===== src/rtl/alu_share_if.sv =====
// Bundle of requester, ALU and response signals around the shared-ALU controller.
// The slave modport is the controller; the master modport is its environment.
interface alu_share_if #(
  parameter int WIDTH = 32
);
  logic             req0_valid;
  logic             req1_valid;
  logic             req0_ready;
  logic             req1_ready;
  logic [WIDTH-1:0] req0_a;
  logic [WIDTH-1:0] req0_b;
  logic [WIDTH-1:0] req1_a;
  logic [WIDTH-1:0] req1_b;
  logic [2:0]       req0_op;
  logic [2:0]       req1_op;
  logic [WIDTH-1:0] alu_a;
  logic [WIDTH-1:0] alu_b;
  logic [2:0]       alu_ctrl;
  logic [WIDTH-1:0] alu_result;
  logic             resp0_valid;
  logic             resp1_valid;
  logic [WIDTH-1:0] resp_result;
  logic             busy;

  modport slave (
    input  req0_valid, req1_valid, req0_a, req0_b, req1_a, req1_b,
           req0_op, req1_op, alu_result,
    output req0_ready, req1_ready, alu_a, alu_b, alu_ctrl,
           resp0_valid, resp1_valid, resp_result, busy
  );

  modport master (
    output req0_valid, req1_valid, req0_a, req0_b, req1_a, req1_b,
           req0_op, req1_op, alu_result,
    input  req0_ready, req1_ready, alu_a, alu_b, alu_ctrl,
           resp0_valid, resp1_valid, resp_result, busy
  );
endinterface


===== src/rtl/alu_share_ctrl.sv =====
// Round-robin arbiter and sequencer sharing one combinational ALU between two
// requesters; multiply (code 3) holds the ALU inputs for MUL_CYCLES cycles.
module alu_share_ctrl #(
  parameter int WIDTH      = 32,
  parameter int MUL_CYCLES = 4
) (
  input logic        clk,
  input logic        reset,
  alu_share_if.slave bus
);

  typedef enum logic [1:0] {IDLE, EXEC, MUL, RESP} state_t;

  localparam bit         MUL_MULTI = (MUL_CYCLES > 1);
  localparam logic [3:0] MUL_LOAD  = MUL_MULTI ? 4'(MUL_CYCLES - 2) : 4'd0;

  state_t           state;
  state_t           state_nxt;
  logic [3:0]       cnt;
  logic             last_grant;
  logic             owner;
  logic             grant;
  logic             ready0;
  logic             ready1;
  logic             handshake;
  logic             capture;
  logic             load_cnt;
  logic [WIDTH-1:0] alu_a_q;
  logic [WIDTH-1:0] alu_b_q;
  logic [2:0]       ctrl_q;
  logic [WIDTH-1:0] result_q;

  // On a tie the requester that did not win last time gets the ALU.
  always_comb begin
    grant = 1'b0;
    if (bus.req0_valid && bus.req1_valid) begin
      grant = ~last_grant;
    end else if (bus.req1_valid) begin
      grant = 1'b1;
    end
  end

  always_comb begin
    state_nxt = state;
    ready0    = 1'b0;
    ready1    = 1'b0;
    handshake = 1'b0;
    capture   = 1'b0;
    load_cnt  = 1'b0;
    case (state)
      IDLE: begin
        ready0    = bus.req0_valid && !grant;
        ready1    = bus.req1_valid && grant;
        handshake = ready0 || ready1;
        if (handshake) state_nxt = EXEC;
      end
      EXEC: begin
        if (ctrl_q == 3'd3 && MUL_MULTI) begin
          load_cnt  = 1'b1;
          state_nxt = MUL;
        end else begin
          capture   = 1'b1;
          state_nxt = RESP;
        end
      end
      MUL: begin
        if (cnt == 4'd0) begin
          capture   = 1'b1;
          state_nxt = RESP;
        end
      end
      RESP:    state_nxt = IDLE;
      default: state_nxt = IDLE;
    endcase
  end

  always_ff @(posedge clk or posedge reset) begin
    if (reset) state <= IDLE;
    else       state <= state_nxt;
  end

  // Operands stay frozen from the handshake until the next one, so the ALU
  // output is stable for however long the multiply is held.
  always_ff @(posedge clk or posedge reset) begin
    if (reset) begin
      alu_a_q    <= '0;
      alu_b_q    <= '0;
      ctrl_q     <= 3'd0;
      result_q   <= '0;
      cnt        <= 4'd0;
      last_grant <= 1'b1;
      owner      <= 1'b0;
    end else begin
      if (handshake) begin
        alu_a_q    <= grant ? bus.req1_a  : bus.req0_a;
        alu_b_q    <= grant ? bus.req1_b  : bus.req0_b;
        ctrl_q     <= grant ? bus.req1_op : bus.req0_op;
        owner      <= grant;
        last_grant <= grant;
      end
      if (load_cnt) begin
        cnt <= MUL_LOAD;
      end else if (state == MUL && cnt != 4'd0) begin
        cnt <= cnt - 4'd1;
      end
      if (capture) result_q <= bus.alu_result;
    end
  end

  assign bus.req0_ready  = ready0;
  assign bus.req1_ready  = ready1;
  assign bus.alu_a       = alu_a_q;
  assign bus.alu_b       = alu_b_q;
  assign bus.alu_ctrl    = ctrl_q;
  assign bus.resp_result = result_q;
  assign bus.resp0_valid = (state == RESP) && !owner;
  assign bus.resp1_valid = (state == RESP) && owner;
  assign bus.busy        = (state != IDLE);

endmodule


===== src/flat_wrapper.sv =====
// flat-port wrapper written by rule: the top's interface ports become plain ports
module alu_share_ctrl_flat 
#(
  parameter int WIDTH      = 32,
  parameter int MUL_CYCLES = 4
)
  (clk, reset, bus_req0_valid, bus_req1_valid, bus_req0_a, bus_req0_b, bus_req1_a, bus_req1_b, bus_req0_op, bus_req1_op, bus_alu_result, bus_req0_ready, bus_req1_ready, bus_alu_a, bus_alu_b, bus_alu_ctrl, bus_resp0_valid, bus_resp1_valid, bus_resp_result, bus_busy);
  alu_share_if #(.WIDTH(WIDTH)) bus_i ();
  input logic clk;
  input logic reset;
  input wire logic [$bits(bus_i.req0_valid)-1:0] bus_req0_valid;
  input wire logic [$bits(bus_i.req1_valid)-1:0] bus_req1_valid;
  input wire logic [$bits(bus_i.req0_a)-1:0] bus_req0_a;
  input wire logic [$bits(bus_i.req0_b)-1:0] bus_req0_b;
  input wire logic [$bits(bus_i.req1_a)-1:0] bus_req1_a;
  input wire logic [$bits(bus_i.req1_b)-1:0] bus_req1_b;
  input wire logic [$bits(bus_i.req0_op)-1:0] bus_req0_op;
  input wire logic [$bits(bus_i.req1_op)-1:0] bus_req1_op;
  input wire logic [$bits(bus_i.alu_result)-1:0] bus_alu_result;
  output wire logic [$bits(bus_i.req0_ready)-1:0] bus_req0_ready;
  output wire logic [$bits(bus_i.req1_ready)-1:0] bus_req1_ready;
  output wire logic [$bits(bus_i.alu_a)-1:0] bus_alu_a;
  output wire logic [$bits(bus_i.alu_b)-1:0] bus_alu_b;
  output wire logic [$bits(bus_i.alu_ctrl)-1:0] bus_alu_ctrl;
  output wire logic [$bits(bus_i.resp0_valid)-1:0] bus_resp0_valid;
  output wire logic [$bits(bus_i.resp1_valid)-1:0] bus_resp1_valid;
  output wire logic [$bits(bus_i.resp_result)-1:0] bus_resp_result;
  output wire logic [$bits(bus_i.busy)-1:0] bus_busy;
  assign bus_i.req0_valid = bus_req0_valid;
  assign bus_i.req1_valid = bus_req1_valid;
  assign bus_i.req0_a = bus_req0_a;
  assign bus_i.req0_b = bus_req0_b;
  assign bus_i.req1_a = bus_req1_a;
  assign bus_i.req1_b = bus_req1_b;
  assign bus_i.req0_op = bus_req0_op;
  assign bus_i.req1_op = bus_req1_op;
  assign bus_i.alu_result = bus_alu_result;
  assign bus_req0_ready = bus_i.req0_ready;
  assign bus_req1_ready = bus_i.req1_ready;
  assign bus_alu_a = bus_i.alu_a;
  assign bus_alu_b = bus_i.alu_b;
  assign bus_alu_ctrl = bus_i.alu_ctrl;
  assign bus_resp0_valid = bus_i.resp0_valid;
  assign bus_resp1_valid = bus_i.resp1_valid;
  assign bus_resp_result = bus_i.resp_result;
  assign bus_busy = bus_i.busy;
  alu_share_ctrl #(.WIDTH(WIDTH), .MUL_CYCLES(MUL_CYCLES)) u_core (.clk(clk), .reset(reset), .bus(bus_i));
endmodule

===== config.mk =====
export PLATFORM = sky130hd
export DESIGN_NAME = alu_share_ctrl_flat
export DESIGN_NICKNAME = d
export VERILOG_FILES = /design/src/rtl/alu_share_if.sv /design/src/rtl/alu_share_ctrl.sv /design/src/flat_wrapper.sv
export SDC_FILE = /design/constraint.sdc
export NUM_CORES = 1
export LEC_CHECK = 0
export ABC_AREA = 1
export BUFFER_PORTS_ARGS = -buffer_cell sky130_fd_sc_hd__buf_4
export CELL_PAD_IN_SITES_DETAIL_PLACEMENT = 0
export CELL_PAD_IN_SITES_GLOBAL_PLACEMENT = 2
export CORE_MARGIN = 1
export CORE_UTILIZATION = 24
export DETAILED_ROUTE_END_ITERATION = 6
export PLACE_DENSITY_LB_ADDON = 0.1
export SYNTH_ARGS = -nofsm -noshare
export SYNTH_HDL_FRONTEND = slang
export SYNTH_SLANG_ARGS = --single-unit

===== constraint.sdc =====
create_clock -name clk -period 4.1 [get_ports clk]
set_clock_uncertainty 0.05 [all_clocks]
set_input_delay 0.41 -clock clk [delete_from_list [all_inputs] [get_ports clk]]
set_output_delay 0.41 -clock clk [all_outputs]
set_load 0.02 [all_outputs]

# After elaboration in Yosys (flattened, before gate mapping)

Cells that the tools add are included.

Bits in registers: 107
Logic and storage cells: 50
Bits of input ports: 170

Bitwise logic cells: 1
Reductions and logical operators: 15
Equality and inequality tests: 6
Muxes and demuxes: 19
Add/subtract/negate cells: 1

Operator list:

| kind                  | count |
|---|---|
| $mux W32              | 2 |
| $mux W1               | 10 |
| $mux W4               | 2 |
| $pmux W2 S4           | 1 |
| $logic_and A1 B1 Y1   | 6 |
| $eq A2 B2 Y1 const B  | 2 |
| $logic_not A4 Y1      | 1 |
| $mux W2               | 2 |
| $ne A2 B1 Y1 const B  | 2 |
| $reduce_bool A2 Y1    | 2 |
| $reduce_bool A4 Y1    | 1 |
| $sub A4 B1 Y4 const B | 1 |
| $eq A3 B2 Y1 const B  | 1 |
| $mux W3               | 1 |
| $eq A2 B1 Y1 const B  | 1 |
| $logic_not A1 Y1      | 2 |
| $logic_not A2 Y1      | 1 |
| $pmux W1 S2           | 1 |
| $reduce_and A2 Y1     | 1 |
| $logic_or A1 B1 Y1    | 1 |
| $not A1 Y1            | 1 |

# Depth between registers and ports, before layout

Depth after elaboration: 7
Mapped depth: 9

# Worst setup path after synthesis

OpenSTA, ideal clock, no wires.

Path type: register to output
Start point: register u_core.last_grant
End point: output bus_req0_ready
Cell stages (with the launch flop): 6
Data required time: 3640 ps
Arrival: 1415 ps
Setup slack: 2225 ps
Path through: dfstp_2 > nand2_1 > nand2_1 > buf_2 > inv_1 > nor3_1

Cells in the longest elaborated chain, start to end: 5

Ends and longest elaborated chain:

| element                | RTL line             | source |
|---|---|---|
| from (decl)            | alu_share_ctrl.sv:20 | `logic last_grant;` |
| from (signal assigned) | alu_share_ctrl.sv:99 | `last_grant <= grant;` |
| $not A1 Y1             | alu_share_ctrl.sv:37 | `grant = ~last_grant;` |
| $mux W1                | alu_share_ctrl.sv:36 | `if (bus.req0_valid && bus.req1_valid) begin` |
| $logic_not A1 Y1       | alu_share_ctrl.sv:52 | `ready0 = bus.req0_valid && !grant;` |
| $logic_and A1 B1 Y1    | alu_share_ctrl.sv:52 |  |
| $mux W1                | alu_share_ctrl.sv:50 | `case (state)` |
| to (decl)              | flat_wrapper.sv:20   | `output wire logic [$bits(bus_i.req0_ready)-1:0] bus_req0_ready;` |

No other way between the ends.

# Final worst setup path

Start point: register u_core.cnt[0]
End point: register u_core.result_q[17] (netlist: u_core.bus.resp_result[17])

Cells in the longest elaborated chain, start to end: 3

Ends and longest elaborated chain:

| element                | RTL line              | source |
|---|---|---|
| from (decl)            | alu_share_ctrl.sv:19  | `logic [3:0] cnt;` |
| from (signal assigned) | alu_share_ctrl.sv:104 | `cnt <= cnt - 4'd1;` |
| $logic_not A4 Y1       | alu_share_ctrl.sv:67  | `if (cnt == 4'd0) begin` |
| $mux W1                | alu_share_ctrl.sv:67  |  |
| $pmux W1 S2            | alu_share_ctrl.sv:50  |  |
| to (signal assigned)   | alu_share_ctrl.sv:106 | `if (capture) result_q <= bus.alu_result;` |
| to (decl)              | alu_share_ctrl.sv:31  | `logic [WIDTH-1:0] result_q;` |

No other way between the ends.
A chain may end at the register's enable or synchronous reset.

==> results by group <==
STA
  • Setup-failing EPs final: 0
  • Pins over their slew limit: 0
  • WHS: 194 ps
  • Tmin final: 2630 ps
  • Setup TNS: 0 ps
  • Worst slew margin: 0.301
  • Worst slew pin tran: 1050 ps
  • Fmax: 380 MHz
  • Crit share post-route: 0.641
  • RSZ-0062 raised after global routing: false
  • Final count of hold timing violations: 0

Power
  • Pwr per Cell Area: 772 mW/mm²
  • Internal power: 3.23 mW
  • Final total power: 5.92 mW
  • Sequential power share: 0.324
  • Clk pwr share: 0.144
  • Combinational share of power: 0.532
  • Pleak: 4.37 nW
  • Net Sw Power: 2.69 mW
  • Sw Ratio: 0.454
  • Worst vdd ir: 0.250 mV

Placement
  • DP Cell Count: 1162
  • RD Place Congestion: 0.771
  • I/O Buffers: 273
  • Dpl hpwl: 12200 µm

Global route
  • Number of global-route vias before repair: 5224
  • Total GRT Usage: 0.156
  • Global-route wire length before repair: 26700 µm
  • Overflow after GRT: 0
  • Largest net degree at the start of global routing: 92
  • Antenna violations before repair: 0

Drt
  • Routed met3 length: 1270 µm
  • Routed Antenna Nets: 0
  • Max layer used: met4
  • Vias per cell: 4.29
  • Wl on met1: 6850 µm
  • Drt drc: 0
  • Iter 0 DRT Violations: 147
  • Post-Route WL: 16700 µm
  • Drt first pass iters: 4
  • Met2 wire length: 8210 µm
  • Routed WL per cell: 14.1 µm
  • Via Count: 5058

Logic synthesis
  • Netlist cell types: 21
  • Cell taking the most area after synthesis: dfrtp_1
  • Syn_area_per_cell: 7.92 µm²
  • Yosys reg bits: 107
  • Ys Warns: 0
  • Count leader, synth: nand2_1
  • Cell Area, Synth: 0.00511 mm²
  • Synth cell count leaders: nand2_1, dfrtp_1, inv_1
  • Syn_nets: 820
  • Largest cells by area after synthesis: dfrtp_1, nand2_1, o211ai_1
  • Mapped Cells: 645
  • Sequential share of the synthesized area: 0.524
  • Top-area cell type share of the netlist area: 0.519
  • Ys flop type: dfrtp_1
  • Async SR Flop Fraction: 1.00
  • Post-synth EDFFs: 0

Worst setup path
  • CP endpoint kind: flip-flop
  • Setup crit start kind: flip-flop
  • Crit path kind: reg2reg
  • Critical path peak fanout: 33
  • Critical Path AT: 2820 ps
  • CP required: 4290 ps

Clocking
  • Clk root buf: clkbuf_16
  • CTS Hold Bufs: 0
  • Clock transition at path regs: 80 ps
  • H-tree depth: 3
  • Resized Gates After CTS: 0
  • Setup Buffers After CTS: 0
  • Max Root-Sink Buffers: 2
  • Num CTS Buffers: 9
  • CTS tree: yes
  • Worst skew pair latency: 340 ps
  • Num Clock Sinks: 107

Final layout
  • # nets final: 1073
  • Layout area overhead: 50.1%
  • Fin util: 0.366
  • Final std cells w/o fill: 1178
  • Layout cell share with drive strength beyond 1: 0.336
  • N_diodes: 0

Floorplanning
  • Die Ht: 148 µm
  • Die width: 148 µm
  • Core ar.: 0.0210 mm²
  • Die Area: 0.0219 mm²
  • Starting Density: 0.244
  • Top-level I/O count: 274
  • Placement Rows: 53

Status
  • Status: finished clean

Flow run
  • Max cap viols: 0

Worst hold path
  • Worst Hold Class: in2async
==> cell type report <==
cell class / count / area, µm²
multi-input combinational: 416 / 1950
timing repair buffer: 280 / 2100
clock buffer: 9 / 225
fill: 2239 / 13300
tap: 275 / 344
inverter: 84 / 318
clock inverter: 7 / 57.6
sequential: 107 / 2680
==> per-stage QoR <==
| stage | instance area [µm²] | worst slack (ps) |
|---|---|---|
| after floorplan | 5110 | 824 |
| after global placement | 7390 | 1500 |
| after detailed placement | 7390 | 1420 |
| after CTS | 7670 | 1410 |
| after global routing | 7670 | 1120 |
| final | 7670 | 1470 |
==> cells by family after synthesis <==
logic type                 count (synthesis)  synth area share
AOI/OAI and AO/OA                         72             0.106
xor gates and xnor gates                   1           0.00171
adders and majority gates                  5            0.0122
buffers and inverters                    122            0.0962
DFF                                      107             0.524
and+or+nand+nor                          338             0.260
==> layout by cell type (no fill, tap or decap) <==
master / Yosys / layout
a21oi_1: 1 / 1
a21oi_4: 1 / 1
buf_4: 3 / 280
clkbuf_16: 0 / 9
clkinv_2: 0 / 1
clkinv_4: 0 / 1
clkinvlp_4: 0 / 2
dfrtp_1: 106 / 106
dfstp_2: 1 / 1
ha_1: 5 / 5
inv_1: 82 / 81
inv_2: 2 / 2
inv_4: 0 / 1
inv_6: 0 / 2
inv_8: 0 / 1
nand2_1: 289 / 288
nand2_2: 1 / 1
nand2_4: 0 / 1
nand3_1: 41 / 41
nand4_1: 2 / 2
nor2_1: 4 / 4
nor3_1: 1 / 1
o211ai_1: 67 / 67
o21ai_0: 2 / 2
o22ai_1: 1 / 1
xor2_1: 1 / 1
==> power by group through the flow <==
stage          sequential [mW]  clock, mW  combinational [mW]
6_report                  1.92      0.852                3.15
5_1_grt                   1.99      0.944                3.50
4_1_cts                   1.92      0.898                3.23
3_5_place_dp              1.92          0                3.23
3_3_place_gp              1.92          0                3.19
2_1_floorplan             2.49          0                1.31
==> worst paths after layout <==
| check | from | to | slack, ps | cells past startpoint |
|---|---|---|---|---|
| setup / recovery | u_core.cnt[0]$_DFFE_PP0P_ | u_core.bus.resp_result[17]$_DFFE_PP0P_ | 1470 | 7 |
| hold / removal | reset | u_core.bus.alu_b[15]$_DFFE_PP0P_ | 190 | 2 |
| setup reg to reg | u_core.cnt[0]$_DFFE_PP0P_ | u_core.bus.resp_result[17]$_DFFE_PP0P_ | 1470 | 7 |
| hold reg to reg | u_core.last_grant$_DFFE_PP1P_ | u_core.last_grant$_DFFE_PP1P_ | 410 | 2 |
| max in group asynchronous | reset | u_core.last_grant$_DFFE_PP1P_ | 2870 | 3 |
| min in group clk | bus_alu_result[15] | u_core.bus.resp_result[15]$_DFFE_PP0P_ | 230 | 3 |
==> layer usage <==
| metal | vias to the layer above | global-route usage |
|---|---|---|
| li1 | 2532 | - |
| met1 | 2351 | 0.178 |
| met2 | 156 | 0.273 |
| met3 | 19 | 0.0463 |
| met4 | 0 | 0.0562 |
| met5 | - | 0 |
==> critical path: stages, from the launching register on <==
cell and delay [ps]:
dfrtp_1 360, inv_1 130, ha_1 250, nand3_1 110
nand2_2 490, nand2_1 810, nand2_1 250, nand2_1 70
==> state kept, by name, indices dropped and copies added (netlist names) <==
| register | flops |
|---|---|
| u_core.owner | 1 |
| u_core.state | 2 |
| u_core.bus.alu_a | 32 |
| u_core.cnt | 4 |
| u_core.bus.alu_b | 32 |
| u_core.bus.alu_ctrl | 3 |
| u_core.bus.resp_result | 32 |
| u_core.last_grant | 1 |
(Power assumes the default switching activity.)
